<file path="config.mk">
export PLATFORM = sky130hd
export DESIGN_NAME = spi_accel_responder
export DESIGN_NICKNAME = d
export VERILOG_FILES = /design/src/rtl/spi_accel_pkg.sv /design/src/rtl/spi_pin_sync.sv /design/src/rtl/spi_accel_responder.sv
export SDC_FILE = /design/constraint.sdc
export NUM_CORES = 1
export LEC_CHECK = 0
export BUFFER_PORTS_ARGS = -buffer_cell sky130_fd_sc_hd__buf_2
export CAP_MARGIN = 20
export CORE_UTILIZATION = 56
export DETAILED_ROUTE_END_ITERATION = 6
export GPL_ROUTABILITY_DRIVEN = 1
export PLACE_DENSITY = 0.77
export SLEW_MARGIN = 20
export SYNTH_ARGS = -nofsm -noshare
export SYNTH_HDL_FRONTEND = slang
export SYNTH_SLANG_ARGS = --single-unit
export TNS_END_PERCENT = 1
</file>
<file path="constraint.sdc">
create_clock -name clk -period 2.4 [get_ports clk]
set_input_delay 0.24 -clock clk [delete_from_list [all_inputs] [get_ports clk]]
set_output_delay 0.24 -clock clk [all_outputs]
set_load 0.005 [all_outputs]
</file>
<file path="src/rtl/spi_accel_pkg.sv">
// Shared types and register-map constants for the SPI accelerometer responder.
package spi_accel_pkg;

    typedef enum logic [2:0] {
        ST_IDLE,
        ST_CMD,
        ST_ADDR,
        ST_RD,
        ST_WR,
        ST_IGNORE
    } state_e;

    localparam logic [7:0] CMD_READ   = 8'h0B;
    localparam logic [7:0] CMD_WRITE  = 8'h0A;

    localparam logic [5:0] XDATA      = 6'h08;
    localparam logic [5:0] YDATA      = 6'h09;
    localparam logic [5:0] ZDATA      = 6'h0A;
    localparam logic [5:0] STATUS     = 6'h0B;
    localparam logic [5:0] POWER_CTL  = 6'h2D;
    localparam logic [5:0] SCRATCH_LO = 6'h20;
    localparam logic [5:0] SCRATCH_HI = 6'h2E;

    localparam int N_SCRATCH = 15;
    localparam int PWR_IDX   = int'(POWER_CTL - SCRATCH_LO);

endpackage

</file>
<file path="src/rtl/spi_pin_sync.sv">
// Synchronizes sclk/cs_n/mosi into clk and flags sclk rise/fall and cs_n fall/rise.
// Edge pulses appear SYNC_STAGES clk after the pin edge; mosi_s stays aligned with sclk.
module spi_pin_sync #(
    parameter int SYNC_STAGES = 2
) (
    input  logic clk,
    input  logic rst_n,
    input  logic sclk,
    input  logic cs_n,
    input  logic mosi,
    output logic sclk_rise,
    output logic sclk_fall,
    output logic cs_fall,
    output logic cs_rise,
    output logic cs_n_s,
    output logic mosi_s
);
    logic [SYNC_STAGES-1:0] sclk_sync_q;
    logic [SYNC_STAGES-1:0] cs_sync_q;
    logic [SYNC_STAGES-1:0] mosi_sync_q;
    logic                   sclk_prev_q;
    logic                   cs_prev_q;

    // cs_n chain resets to the deselected level so no false fall fires out of reset
    always_ff @(posedge clk or negedge rst_n) begin
        if (!rst_n) begin
            sclk_sync_q <= '0;
            cs_sync_q   <= '1;
            mosi_sync_q <= '0;
            sclk_prev_q <= 1'b0;
            cs_prev_q   <= 1'b1;
        end else begin
            sclk_sync_q <= {sclk_sync_q[SYNC_STAGES-2:0], sclk};
            cs_sync_q   <= {cs_sync_q[SYNC_STAGES-2:0], cs_n};
            mosi_sync_q <= {mosi_sync_q[SYNC_STAGES-2:0], mosi};
            sclk_prev_q <= sclk_sync_q[SYNC_STAGES-1];
            cs_prev_q   <= cs_sync_q[SYNC_STAGES-1];
        end
    end

    assign sclk_rise = sclk_sync_q[SYNC_STAGES-1] & ~sclk_prev_q;
    assign sclk_fall = ~sclk_sync_q[SYNC_STAGES-1] & sclk_prev_q;
    assign cs_fall   = ~cs_sync_q[SYNC_STAGES-1] & cs_prev_q;
    assign cs_rise   = cs_sync_q[SYNC_STAGES-1] & ~cs_prev_q;
    assign cs_n_s    = cs_sync_q[SYNC_STAGES-1];
    assign mosi_s    = mosi_sync_q[SYNC_STAGES-1];

endmodule

</file>
<file path="src/rtl/spi_accel_responder.sv">
// SPI mode-0 slave emulating the accelerometer register file: cmd byte, addr byte, auto-incrementing data.
// Pins are oversampled in clk (SCLK <= clk/8); MOSI taken on detected rise, MISO updated on detected fall.
module spi_accel_responder
    import spi_accel_pkg::*;
#(
    parameter int         SYNC_STAGES = 2,
    parameter logic [7:0] DEVID_AD    = 8'hAD,
    parameter logic [7:0] DEVID_MST   = 8'h1D,
    parameter logic [7:0] PARTID      = 8'hF2
) (
    input  logic       clk,
    input  logic       reset,
    input  logic       sclk,
    input  logic       cs_n,
    input  logic       mosi,
    output logic       miso,
    input  logic [7:0] x_in,
    input  logic [7:0] y_in,
    input  logic [7:0] z_in,
    input  logic       sample_valid,
    output logic       wr_strobe,
    output logic [5:0] wr_addr,
    output logic [7:0] wr_data,
    output logic [7:0] power_ctl,
    output logic       busy
);
    logic sclk_rise, sclk_fall, cs_fall, cs_rise, cs_n_s, mosi_s;

    spi_pin_sync #(.SYNC_STAGES(SYNC_STAGES)) u_pin_sync (
        .clk      (clk),
        .rst_n    (reset),
        .sclk     (sclk),
        .cs_n     (cs_n),
        .mosi     (mosi),
        .sclk_rise(sclk_rise),
        .sclk_fall(sclk_fall),
        .cs_fall  (cs_fall),
        .cs_rise  (cs_rise),
        .cs_n_s   (cs_n_s),
        .mosi_s   (mosi_s)
    );

    state_e     state_q, state_d;
    logic [2:0] bit_cnt_q, bit_cnt_d;
    logic [7:0] shift_q, shift_d;
    logic [7:0] cmd_q, cmd_d;
    logic [7:0] tx_q, tx_d;
    logic [5:0] addr_q, addr_d;
    logic       miso_q, miso_d;
    logic       wr_strobe_q, wr_strobe_d;
    logic [5:0] wr_addr_q, wr_addr_d;
    logic [7:0] wr_data_q, wr_data_d;
    logic [7:0] shx_q, shx_d, shy_q, shy_d, shz_q, shz_d;
    logic [7:0] pdx_q, pdx_d, pdy_q, pdy_d, pdz_q, pdz_d;
    logic       pend_q, pend_d;
    logic       dr_q, dr_d;
    logic [7:0] scratch_q [N_SCRATCH];
    logic [7:0] scratch_d [N_SCRATCH];

    logic [7:0] byte_in, rd_data;
    logic [5:0] rd_addr;
    logic [3:0] sidx;
    logic       byte_done, clr_dr, set_dr, busy_w;

    assign busy_w    = ~cs_n_s;
    assign byte_in   = {shift_q[6:0], mosi_s};
    assign byte_done = sclk_rise && (bit_cnt_q == 3'd7) && !cs_rise;
    assign rd_addr   = (state_q == ST_ADDR) ? byte_in[5:0] : addr_q + 6'd1;
    assign sidx      = 4'(addr_q - SCRATCH_LO);

    always_comb begin
        rd_data = 8'h00;
        if (rd_addr >= SCRATCH_LO && rd_addr <= SCRATCH_HI) begin
            rd_data = scratch_q[4'(rd_addr - SCRATCH_LO)];
        end else begin
            case (rd_addr)
                6'h00:   rd_data = DEVID_AD;
                6'h01:   rd_data = DEVID_MST;
                6'h02:   rd_data = PARTID;
                XDATA:   rd_data = shx_q;
                YDATA:   rd_data = shy_q;
                ZDATA:   rd_data = shz_q;
                STATUS:  rd_data = {7'b0, dr_q};
                default: rd_data = 8'h00;
            endcase
        end
    end

    always_ff @(posedge clk or negedge reset) begin
        if (!reset) state_q <= ST_IDLE;
        else        state_q <= state_d;
    end

    always_comb begin
        state_d     = state_q;
        bit_cnt_d   = bit_cnt_q;
        shift_d     = shift_q;
        cmd_d       = cmd_q;
        addr_d      = addr_q;
        tx_d        = tx_q;
        miso_d      = miso_q;
        wr_strobe_d = 1'b0;
        wr_addr_d   = wr_addr_q;
        wr_data_d   = wr_data_q;
        scratch_d   = scratch_q;
        clr_dr      = 1'b0;
        if (sclk_rise) begin
            shift_d   = byte_in;
            bit_cnt_d = bit_cnt_q + 3'd1;
        end
        case (state_q)
            ST_IDLE: begin
                bit_cnt_d = 3'd0;
                if (cs_fall) state_d = ST_CMD;
            end
            ST_CMD: if (byte_done) begin
                cmd_d   = byte_in;
                state_d = ST_ADDR;
            end
            ST_ADDR: if (byte_done) begin
                addr_d = byte_in[5:0];
                if (cmd_q == CMD_READ) begin
                    state_d = ST_RD;
                    tx_d    = rd_data;
                end else if (cmd_q == CMD_WRITE) begin
                    state_d = ST_WR;
                end else begin
                    state_d = ST_IGNORE;
                end
            end
            ST_RD: begin
                if (sclk_fall) begin
                    miso_d = tx_q[7];
                    tx_d   = {tx_q[6:0], 1'b0};
                end
                // Z is cleared once fully shifted out, so a STATUS byte loaded alongside still shows the sample
                if (byte_done) begin
                    addr_d = addr_q + 6'd1;
                    tx_d   = rd_data;
                    clr_dr = (addr_q == ZDATA);
                end
            end
            ST_WR: if (byte_done) begin
                wr_strobe_d = 1'b1;
                wr_addr_d   = addr_q;
                wr_data_d   = byte_in;
                if (addr_q >= SCRATCH_LO && addr_q <= SCRATCH_HI) scratch_d[sidx] = byte_in;
                addr_d = addr_q + 6'd1;
            end
            default: ;
        endcase
        if (state_q != ST_RD) miso_d = 1'b0;
        if (cs_rise) begin
            state_d   = ST_IDLE;
            bit_cnt_d = 3'd0;
        end
    end

    // Captures during a burst are parked and applied once cs_n is seen high again
    always_comb begin
        shx_d  = shx_q;
        shy_d  = shy_q;
        shz_d  = shz_q;
        pdx_d  = pdx_q;
        pdy_d  = pdy_q;
        pdz_d  = pdz_q;
        pend_d = pend_q;
        set_dr = 1'b0;
        if (pend_q && !busy_w) begin
            shx_d  = pdx_q;
            shy_d  = pdy_q;
            shz_d  = pdz_q;
            pend_d = 1'b0;
            set_dr = 1'b1;
        end
        if (sample_valid) begin
            if (busy_w) begin
                pend_d = 1'b1;
                pdx_d  = x_in;
                pdy_d  = y_in;
                pdz_d  = z_in;
            end else begin
                shx_d  = x_in;
                shy_d  = y_in;
                shz_d  = z_in;
                set_dr = 1'b1;
            end
        end
        dr_d = dr_q;
        if (clr_dr) dr_d = 1'b0;
        if (set_dr) dr_d = 1'b1;
    end

    always_ff @(posedge clk or negedge reset) begin
        if (!reset) begin
            bit_cnt_q   <= 3'd0;
            shift_q     <= 8'h00;
            cmd_q       <= 8'h00;
            addr_q      <= 6'd0;
            tx_q        <= 8'h00;
            miso_q      <= 1'b0;
            wr_strobe_q <= 1'b0;
            wr_addr_q   <= 6'd0;
            wr_data_q   <= 8'h00;
            shx_q       <= 8'h00;
            shy_q       <= 8'h00;
            shz_q       <= 8'h00;
            pdx_q       <= 8'h00;
            pdy_q       <= 8'h00;
            pdz_q       <= 8'h00;
            pend_q      <= 1'b0;
            dr_q        <= 1'b0;
            for (int i = 0; i < N_SCRATCH; i++) scratch_q[i] <= 8'h00;
        end else begin
            bit_cnt_q   <= bit_cnt_d;
            shift_q     <= shift_d;
            cmd_q       <= cmd_d;
            addr_q      <= addr_d;
            tx_q        <= tx_d;
            miso_q      <= miso_d;
            wr_strobe_q <= wr_strobe_d;
            wr_addr_q   <= wr_addr_d;
            wr_data_q   <= wr_data_d;
            shx_q       <= shx_d;
            shy_q       <= shy_d;
            shz_q       <= shz_d;
            pdx_q       <= pdx_d;
            pdy_q       <= pdy_d;
            pdz_q       <= pdz_d;
            pend_q      <= pend_d;
            dr_q        <= dr_d;
            scratch_q   <= scratch_d;
        end
    end

    assign miso      = miso_q & ~cs_n;
    assign wr_strobe = wr_strobe_q;
    assign wr_addr   = wr_addr_q;
    assign wr_data   = wr_data_q;
    assign power_ctl = scratch_q[PWR_IDX];
    assign busy      = busy_w;

endmodule

</file>
==> results of run 1 <==
tightest hold or removal path: cells and delay by family:
| family | cells | cell delay [ns] |
|---|---|---|
| compound gates | 1 | 0.13 |
| buf+inv | 1 | 0.13 |
| simple gates | 1 | 0.06 |
logic make-up after synthesis:
logic type               after synthesis  share of synthesized area, %
flip-flops                           229                          51.8
buffers and inverters                115                          4.84
adder cells (fa/ha/maj)                7                         0.791
AO/OA/AOI/OAI                        238                          13.7
multiplexers                         169                          19.2
AND/OR/NAND/NOR                      209                          9.20
XOR/XNOR                               6                         0.475
synthesized netlist by cell type (all sizes together) (3+ instances only):
library cell	number	area, um^2
nor3b	4	35.0
a21oi	57	297
o2bb2ai	11	96.3
o32ai	3	26.3
buf	24	194
dfstp	3	78.8
o22ai	28	175
nor2	26	97.6
o31ai	11	82.6
a311o	4	40.0
or4	7	52.6
a22o	8	70.1
o211ai	5	42.5
ha	7	87.6
inv	33	124
dfrtp	226	5660
a221oi	7	61.3
nand3b	5	37.5
a311oi	4	35.0
mux2	140	1580
a21o	4	30.0
nand2b	3	18.8
mux2i	12	120
xnor2	4	35.0
and2	8	50.1
and3	5	31.3
clkbuf	58	218
o211a	4	40.0
o21ai	72	360
nand2	92	345
nor2b	8	50.1
a22oi	9	67.6
mux4	17	432
nand3	36	180
state kept, by name (all words and copies together), names as in the netlist, 2 cells and up, named ones only:
signal and count:
power_ctl 8, u_pin_sync.cs_sync_q 2, addr_q 6, bit_cnt_q 3
wr_data 8, wr_addr 6, state_q 3, pdz_q 8
tx_q 8, scratch_q 112, pdy_q 8, shift_q 7
u_pin_sync.mosi_sync_q 2, cmd_q 8, u_pin_sync.sclk_sync_q 2, shz_q 4
shy_q 2, pdx_q 8
report_power, final:
group          leakage, nW  total [mW]  internal [mW]  switching (mW)
clock network        0.437        4.14           2.58            1.56
logic                 2.82       0.873          0.334           0.539
registers             3.05        4.30           4.04           0.261
total                 6.31        9.31           6.95            2.36
worst max path at each step:
stage,to,slack (ns),cells after the start
after floorplan,tx_q[5]$_DFFE_PN0P_,-0.09,9
after detailed placement,tx_q[5]$_DFFE_PN0P_,-0.12,7
after global routing,tx_q[3]$_DFFE_PN0P_,-0.15,9
after CTS,tx_q[6]$_DFFE_PN0P_,-0.06,8
after global placement,tx_q[1]$_DFFE_PN0P_,-0.11,7
final,tx_q[6]$_DFFE_PN0P_,-0.06,8
metrics by stage:
stage | hold slack (ns) | cell area, um^2
4_1_cts | 0.0540 | 13100
5_1_grt | 0.0916 | 13200
3_5_place_dp | 0.236 | 11900
2_1_floorplan | -0.0556 | 11100
6_report | 0.0682 | 13200
3_3_place_gp | 0.234 | 11900
layout make-up:
type                    count  area, um^2
clock buffers              33         696
clock inverters            12         195
fillers                  1403        6170
inverters                  33         124
multi-input cells         629        4880
flip-flops and latches    229        5740
well taps                 265         332
repair buffers            162        1270
per-layer routing:
layer	global-route usage, %	wire length (um)	up-vias
li1	-	-	3759
met1	37.8	12000	4269
met2	50.6	14400	311
met3	4.63	1580	66
met4	9.79	776	0
met5	0	0	-
cell usage in the layout, fill, tap and decap left out, drive strengths merged, types with 5 or more instances in the layout:
cell,n
mux2i,12
a22oi,9
o21ai,72
nand2,92
dlygate4sd3,28
dfrtp,226
mux2,140
buf,134
o211ai,5
and2,8
inv,35
o22ai,28
or4,7
a22o,8
nand3b,5
ha,7
a21oi,57
o31ai,11
bufinv,5
and3,5
o2bb2ai,11
mux4,17
a221oi,7
clkbuf,33
nand3,36
nor2,26
nor2b,8
repair_timing:
action / CTS / global route
buffers inserted: 2 / 2
hold buffers: 28 / 0
pin swaps: 13 / 6
gates cloned: 1 / 0
endpoints found under the setup margin: 8 / 49
hold endpoints to repair: 95 / 0
resized for setup: 11 / 20
==> key figures, run 1 <==
Floorplanning
  – Die area: a little over 20000 um^2
  – Std cell rows: 51
  – Initial Utilization: approximately 57%
  – Core ar.: 19400 um^2
  – Die W: around 140 um
  – IO Count: between 50 and 60
  – Die Y: approximately 140 um

Yosys
  – Post-Syn Nets: between 1000 and 1500
  – Cells after Synth: about 1000
  – EDFF count, synth: 0
  – Async S/R FF share, synth: between 90% and 100%
  – Distinct cell type count after synthesis: 66
  – Most common flop cell mapped by yosys: dfrtp_1
  – Flops & latches, synth: 229
  – Register area share after synthesis: around 52%
  – Syn avg cell area: between 10 and 15 um^2
  – Syn. warnings: 0
  – Cell Area, Synth: 11100 um^2

Worst setup path
  – Crit path DAT: 2.86 ns
  – Required time of the critical path: roughly 2.8 ns
  – RR Startpoint: state_q[2]$_DFFE_PN0P_
  – Worst path cell trace: or3b_4 -> a21oi_4 -> buf_12 -> buf_16 -> mux4_2 -> a22o_1 -> o31ai_2 -> a21oi_1
  – Reg-to-reg slack, setup: -0.06 ns
  – Crit path max-delay family: compound AO/OA/AOI/OAI gates
  – Worst-path fanout max: 7
  – Max incr delay on CP: approximately 0.5 ns
  – Critical path startpoint category: flop
  – Critical path class: reg -> reg
  – Worst Setup End Kind: flop
  – Critical path buffer and inverter count: 2
  – Reg2reg end: tx_q[6]$_DFFE_PN0P_
  – Critical path's slowest cell: mux4_2
  – Worst reg2reg path depth: 8
  – Worst Setup SP: state_q[2]$_DFFE_PN0P_

Placement
  – Post-DP HPWL: ~19 mm
  – Post-place setup slack: -0.118 ns
  – I/O Buffers: 54
  – Final Wtd Congestion: about 0.94
  – Cells after DPL: ~1300

GRT
  – Total GRT Usage: between 20 and 30%
  – GRT overflow: 0
  – Initial antenna violation count: 0
  – Vias in the first global route: around 8600
  – Wire length of the first global-routing pass: 46.1 mm
  – Largest net degree at the start of global routing: 73

Route
  – DRC violations left: 0
  – 1st-iter DRT viols: between 700 and 800
  – DR WL/cell: 21.1 um
  – WL final: approximately 29 mm
  – DRT Pass-1 Iters: 7
  – ANT nets after route: 0
  – Via density: just over 6
  – Number of vias in the routed layout: approximately 8400

STA
  – Final period util: 102%
  – Achievable Freq: around 400 MHz
  – Final max-slew violation count: 0
  – Minimum clock period: ~2.5 ns
  – RSZ-0062 raised after global routing: yes
  – Final Hold Fails: 0
  – Rel. slew slack: around 43%
  – Final setup fails: 5
  – Post-route setup slack: -0.0556 ns
  – Setup TNS: -0.154 ns
  – Fin Clk Skew: between 0.01 and 0.015 ns
  – Worst-margin pin slew: 0.851 ns

Cells and area
  – Fin util: around 68%
  – Final net count: roughly 1100
  – Area grow syn2layout: 19.5%
  – Fraction of layout cells with a size suffix above 1: 32.9%
  – Diodes inserted: 0
  – Cell Count, Final, Fillers Out: approximately 1400

Clocking
  – CTS clk-pin slew, worst paths: roughly 0.060 ns
  – Cts bufs inserted: 25
  – Clock sink count: 229
  – H-tree Lvls: 1
  – CTS tree: done
  – Root Driver: clkbuf_16
  – Worst skew pair latency: 0.52 ns
  – Clock Tree Buf Depth: 3

Power
  – P_leak: about 6.3 nW
  – Peak VDD IR: 600 uV
  – Total power divided by cell area: 704 nW/um^2
  – Pwr Total: approximately 9.3 mW

Worst hold path
  – Hold depth: 3
  – Hold Crit Endpoint: dr_q$_DFFE_PN0P_
  – HP Class: in -> reg
  – Worst Min Path Start: sample_valid

Run status
  – Status: finished with violations
  – Violated checks: negative setup slack

Flow run
  – Max Cap Viol: 0
(Power assumes the default switching activity.)
==> run 2: changes to the inputs <==
--- a/config.mk
+++ b/config.mk
@@ -11,6 +11,7 @@
 export DETAILED_ROUTE_END_ITERATION = 6
 export GPL_ROUTABILITY_DRIVEN = 1
 export PLACE_DENSITY = 0.77
+export REMOVE_ABC_BUFFERS = 1
 export SLEW_MARGIN = 20
 export SYNTH_ARGS = -nofsm -noshare
 export SYNTH_HDL_FRONTEND = slang
==> key figures, run 2 (synthesis gave the netlist of run 1 again) <==
Worst setup path
  – Worst Setup End Kind: flop
  – Required time of the critical path: 2.80 ns
  – Crit path DAT: about 2.9 ns
  – Critical path startpoint category: flop
  – Critical path class: reg -> reg
  – Worst-path fanout max: 14

STA
  – Post-route setup slack: -0.0988 ns
  – Minimum clock period: about 2.5 ns
  – Final max-slew violation count: 0
  – Final Hold Fails: 0
  – Final period util: 104%
  – Achievable Freq: roughly 400 MHz
  – RSZ-0062 raised after global routing: yes
  – Fin Clk Skew: between 0.015 and 0.02 ns
  – Hold WS: 0.0271 ns
  – Final setup fails: 3
  – Rel. slew slack: 37.1%
  – Worst-margin pin slew: 0.944 ns

Clocking
  – CTS clk-pin slew, worst paths: ~0.06 ns
  – Worst skew pair latency: 0.53 ns
  – CTS tree: done
  – Clock sink count: 229
  – H-tree Lvls: 1
  – Cts bufs inserted: 25
  – Root Driver: clkbuf_16
  – Clock Tree Buf Depth: 3

Cells and area
  – Diodes inserted: 0
  – Area grow syn2layout: 20.2%
  – Most flops, register: scratch_q
  – Fraction of layout cells with a size suffix above 1: 32.2%
  – Final net count: 1124
  – Commonest non-fill, non-tap cell in the layout: dfrtp_1
  – Max FFs per register: about 110
  – Most frequent cells in the layout: dfrtp_1 (226), mux2_2 (139), nand2_1 (91)

GRT
  – Vias in the first global route: 8553
  – GRT busiest layer: met2
  – Largest net degree at the start of global routing: 67
  – GR Util met2: approximately 50%
  – GR met3 Demand/Resource: under 10%
  – Wire length of the first global-routing pass: about 45 mm
  – Total GRT Usage: roughly 30%
  – Initial antenna violation count: 0
  – GRT overflow: 0
  – Met1 Use GR: 37.0%

Run status
  – Violated checks: negative setup slack
  – Status: finished with violations

Placement
  – Final Wtd Congestion: between 1 and 1.5
  – Post-DP HPWL: roughly 19 mm
  – I/O Buffers: 54

Power
  – Peak VDD IR: between 400 and 500 uV
  – Clk pwr share: between 40% and 50%
  – Pwr Total: around 9.1 mW
  – Psw: between 2 and 2.5 mW
  – P_leak: between 6 and 7 nW
  – Internal cell power: ~6.7 mW
  – Total power divided by cell area: about 680 nW/um^2
  – Sw frac: roughly a quarter
  – Combinational power share: a little under a tenth
  – Sequential power share: 47.5%

Floorplanning
  – Die W: between 100 and 150 um
  – Die Y: about 140 um
  – Initial Utilization: 57.1%
  – Std cell rows: between 50 and 60
  – Die area: 20300 um^2
  – IO Count: 55
  – Core ar.: approximately 19000 um^2

Route
  – 1st-iter DRT viols: between 500 and 600
  – ANT nets after route: 0
  – DRC violations left: 0
  – Number of vias in the routed layout: 8432
  – Via density: between 6 and 7
  – DR WL/cell: 21.2 um
  – WL final: 29.1 mm
  – DRT Pass-1 Iters: 5

Flow run
  – Max Cap Viol: 0

Worst hold path
  – HP Class: in -> reg
[run 2: cell count changes in the layout (fill, tap and decap cells not counted), moves of 2 or more]
cell	before	now
nand2_2	4	1
mux4_1	4	9
nand2_1	88	91
clkinv_2	4	8
mux4_2	13	8
buf_12	6	15
bufinv_16	5	3
[run 2: power by group through the flow]
stage               logic, mW  clock network, mW  registers (mW)
floorplan               0.322                  0            4.34
global placement        0.769                  0            4.35
detailed placement      0.791                  0            4.36
CTS                     0.834               3.97            4.30
global route            0.920               4.13            4.32
finish                  0.845               3.91            4.30
[run 2: metal layers]
metal	share of wire, %	wire length, um
met5	0	0
met3	7.5	2170
met1	39	11400
met4	3.6	1060
met2	50	14400
[run 2: area by class of cell]
type / instances / area, um^2
fill: 1394 / 6090
sequential: 229 / 5730
multi-input combinational: 629 / 4860
timing repair buffer: 169 / 1410
clock buffer: 32 / 692
tap: 265 / 332
clock inverter: 14 / 154
inverter: 33 / 124
[run 2: repair_timing]
| item | in CTS | in global routing |
|---|---|---|
| hold buffers | 28 | 0 |
| gates resized for setup | 11 | 10 |
| setup buffers | 2 | 0 |
| setup endpoints to repair | 7 | 16 |
| pin swaps | 1 | 0 |
| endpoints found under the hold margin | 87 | 0 |
[run 2: stage by stage]
stage / instance area [um^2] / util, % / TNS (ns) / worst slack, ns / cells
global route: 13300 / 68.6 / -0.861 / -0.174 / 1371
global placement: 12100 / 62.4 / -0.262 / -0.109 / 1295
finish: 13300 / 68.6 / -0.136 / -0.0988 / 1371
CTS: 13300 / 68.4 / -0.0876 / -0.0356 / 1371
detailed placement: 12100 / 62.4 / -0.535 / -0.114 / 1295
floorplan: 10700 / - / -90.01 / -0.990 / 891
[run 2: final timing paths]
check / from / to / cells after the start / slack (ns)
setup / recovery: state_q[2]$_DFFE_PN0P_ / tx_q[6]$_DFFE_PN0P_ / 7 / -0.1
hold / removal: sample_valid / pend_q$_DFF_PN0_ / 3 / 0.03
setup reg to reg: state_q[2]$_DFFE_PN0P_ / tx_q[6]$_DFFE_PN0P_ / 7 / -0.1
hold reg to reg: u_pin_sync.sclk_sync_q[0]$_DFF_PN0_ / u_pin_sync.sclk_sync_q[1]$_DFF_PN0_ / 0 / 0.35
max in group asynchronous: reset / shift_q[5]$_DFFE_PN0P_ / 3 / 1.40
min in group asynchronous: reset / pdx_q[6]$_DFFE_PN0P_ / 2 / 0.26
[run 2: critical path, cell delays in order, from the launching register on]
cell and delay [ns]:
dfrtp_1 0.38, or3b_4 0.42, a21oi_4 0.17, buf_12 0.17
mux4_1 0.57, a22o_1 0.30, o31ai_2 0.28, a21oi_1 0.09
==> run 3: changes to the inputs <==
==> constraint.sdc (replaced) <==
create_clock -name clk -period 2.2 [get_ports clk]
set_input_delay 0.22 -clock clk [delete_from_list [all_inputs] [get_ports clk]]
set_output_delay 0.22 -clock clk [all_outputs]
set_load 0.005 [all_outputs]
==> key figures, run 3 (synthesis gave the netlist of run 1 again) <==
Route
  – DR WL/cell: roughly 21 um
  – Via density: ~6
  – DRT Pass-1 Iters: 7
  – 1st-iter DRT viols: about 500
  – WL final: slightly below 30 mm
  – ANT nets after route: 0
  – DRC violations left: 0
  – Number of vias in the routed layout: about 8600

Worst setup path
  – Critical path's slowest cell: mux4_2
  – Worst reg2reg path depth: 8
  – RR Startpoint: state_q[0]$_DFFE_PN0P_
  – Reg2reg end: tx_q[4]$_DFFE_PN0P_
  – Critical path buffer and inverter count: 2
  – Worst path cell trace: or3b_4 -> a21oi_4 -> buf_12 -> buf_8 -> mux4_2 -> a22oi_2 -> o211ai_2 -> o2bb2ai_1
  – Crit path max-delay family: compound AO/OA/AOI/OAI gates
  – Critical path startpoint category: flop
  – Crit path DAT: around 2.9 ns
  – Required time of the critical path: 2.60 ns
  – Max incr delay on CP: 0.54 ns
  – Reg-to-reg slack, setup: -0.29 ns
  – Worst Setup End Kind: flop
  – Worst-path fanout max: 7
  – Critical path class: reg -> reg

Floorplanning
  – Die area: around 20000 um^2
  – Initial Utilization: a little under three fifths
  – Core ar.: around 19000 um^2
  – Std cell rows: 51
  – Die W: around 140 um
  – IO Count: 55
  – Die Y: roughly 140 um

Cells and area
  – Final net count: about 1200
  – Fin util: between 70% and 80%
  – # fillers: approximately 1400
  – Commonest non-fill, non-tap cell in the layout: dfrtp_1
  – Max FFs per register: between 100 and 150
  – Most flops, register: scratch_q
  – Area grow syn2layout: 23.7%
  – Diodes inserted: 0
  – Fraction of layout cells with a size suffix above 1: a little over a third
  – Most frequent cells in the layout: dfrtp_1 (226), mux2_2 (139), buf_4 (99)

GRT
  – Total GRT Usage: approximately 30%
  – Initial antenna violation count: 0
  – Largest net degree at the start of global routing: slightly below 80
  – GRT overflow: 0
  – Wire length of the first global-routing pass: 46.2 mm
  – Vias in the first global route: roughly 8500

Clocking
  – CTS clk-pin slew, worst paths: approximately 0.060 ns
  – H-tree Lvls: 1
  – Clock sink count: between 200 and 250
  – CTS tree: done
  – Worst skew pair latency: roughly 0.53 ns
  – Cts bufs inserted: 25
  – Clock Tree Buf Depth: 3
  – Root Driver: clkbuf_16

Placement
  – Final Wtd Congestion: between 0.9 and 1
  – I/O Buffers: 54
  – Post-DP HPWL: 19.5 mm

STA
  – Final Hold Fails: 0
  – RSZ-0062 raised after global routing: yes
  – Rel. slew slack: a little over two fifths
  – Achievable Freq: 401 MHz
  – Hold WS: 0.266 ns
  – Final setup fails: 8
  – Setup TNS: -2.16 ns
  – Minimum clock period: roughly 2.5 ns
  – Final max-slew violation count: 0
  – Post-route setup slack: -0.292 ns
  – Fin Clk Skew: roughly 0.013 ns
  – Final period util: 113%
  – Worst-margin pin slew: approximately 0.85 ns

Power
  – Sequential power share: between 40% and 50%
  – P_leak: about 6.6 nW
  – Clk pwr share: 43.9%
  – Total power divided by cell area: between 700 and 800 nW/um^2
  – Internal cell power: approximately 7.5 mW
  – Peak VDD IR: between 500 and 600 uV
  – Sw frac: about 25%
  – Combinational power share: 9.7%
  – Psw: ~2.5 mW

Run status
  – Status: finished with violations
  – Violated checks: negative setup slack

Worst hold path
  – HP Class: in -> async

Flow run
  – Max Cap Viol: 0
[run 3: cell types whose count changed in the layout (fill, tap and decap cells not counted), sizes merged]
cell         before  now
clkbuf           32   37
dlygate4sd3      28   29
clkinvlp          2    1
clkinv            8    3
buf             141  176
[run 3: worst max-delay path by stage]
stage / startpoint / endpoint / cells after the start / slack, ns
after floorplan: state_q[2]$_DFFE_PN0P_ / tx_q[1]$_DFFE_PN0P_ / 6 / -1.19
after global placement: state_q[2]$_DFFE_PN0P_ / tx_q[0]$_DFFE_PN0P_ / 8 / -0.31
after detailed placement: state_q[2]$_DFFE_PN0P_ / tx_q[0]$_DFFE_PN0P_ / 8 / -0.34
after CTS: state_q[2]$_DFFE_PN0P_ / tx_q[1]$_DFFE_PN0P_ / 8 / -0.29
after global routing: state_q[0]$_DFFE_PN0P_ / tx_q[5]$_DFFE_PN0P_ / 7 / -0.35
final: state_q[0]$_DFFE_PN0P_ / tx_q[4]$_DFFE_PN0P_ / 8 / -0.29
[run 3: worst register-to-register path, stage by stage, from the launching register on]
cell and delay (ns):
dfrtp_1 0.38, or3b_4 0.42, a21oi_4 0.26, buf_12 0.18, buf_8 0.12, mux4_2 0.54
a22oi_2 0.23, o211ai_2 0.11, o2bb2ai_1 0.14
[run 3: layer usage]
| layer | GRT usage (%) | up-vias | share of wire (%) |
|---|---|---|---|
| li1 | - | 3839 | - |
| met1 | 38.1 | 4294 | 41 |
| met2 | 50.3 | 327 | 49 |
| met3 | 4.93 | 91 | 6.5 |
| met4 | 11.6 | 0 | 4.0 |
| met5 | 0 | - | 0 |
[run 3: power by group through the flow]
stage	clock (mW)	sequential [mW]	combinational (mW)
after floorplan	0	4.74	0.351
after global placement	0	4.72	0.889
after detailed placement	0	4.73	0.916
after CTS	4.46	4.65	0.956
after global routing	4.64	4.68	1.07
final	4.41	4.66	0.969
[run 3: area by class of cell]
| class | instances | area, um^2 | share of cell area [%] |
|---|---|---|---|
| inverter | 33 | 124 | 0.904 |
| tap | 265 | 332 | 2.42 |
| clock buffer | 37 | 761 | 5.55 |
| multi-input combinational | 629 | 4880 | 35.6 |
| sequential | 229 | 5730 | 41.9 |
| timing repair buffer | 205 | 1750 | 12.8 |
| clock inverter | 8 | 121 | 0.886 |
[run 3: what timing repair did]
item,in CTS,in global routing
cloned,1,0
endpoints found under the setup margin,12,128
buffers inserted,3,1
resized for setup,12,24
hold endpoints to repair,102,0
hold buffers,29,0
pin swaps,11,16
[run 3: metrics by stage]
| step | power, mW | setup slack (ns) | instances | cell area [um^2] |
|---|---|---|---|---|
| floorplan | 5.09 | -1.19 | 891 | 10700 |
| global placement | 5.60 | -0.307 | 1329 | 12400 |
| detailed placement | 5.64 | -0.337 | 1329 | 12400 |
| CTS | 10.1 | -0.293 | 1407 | 13600 |
| global route | 10.4 | -0.346 | 1406 | 13700 |
| finish | 10.0 | -0.292 | 1406 | 13700 |
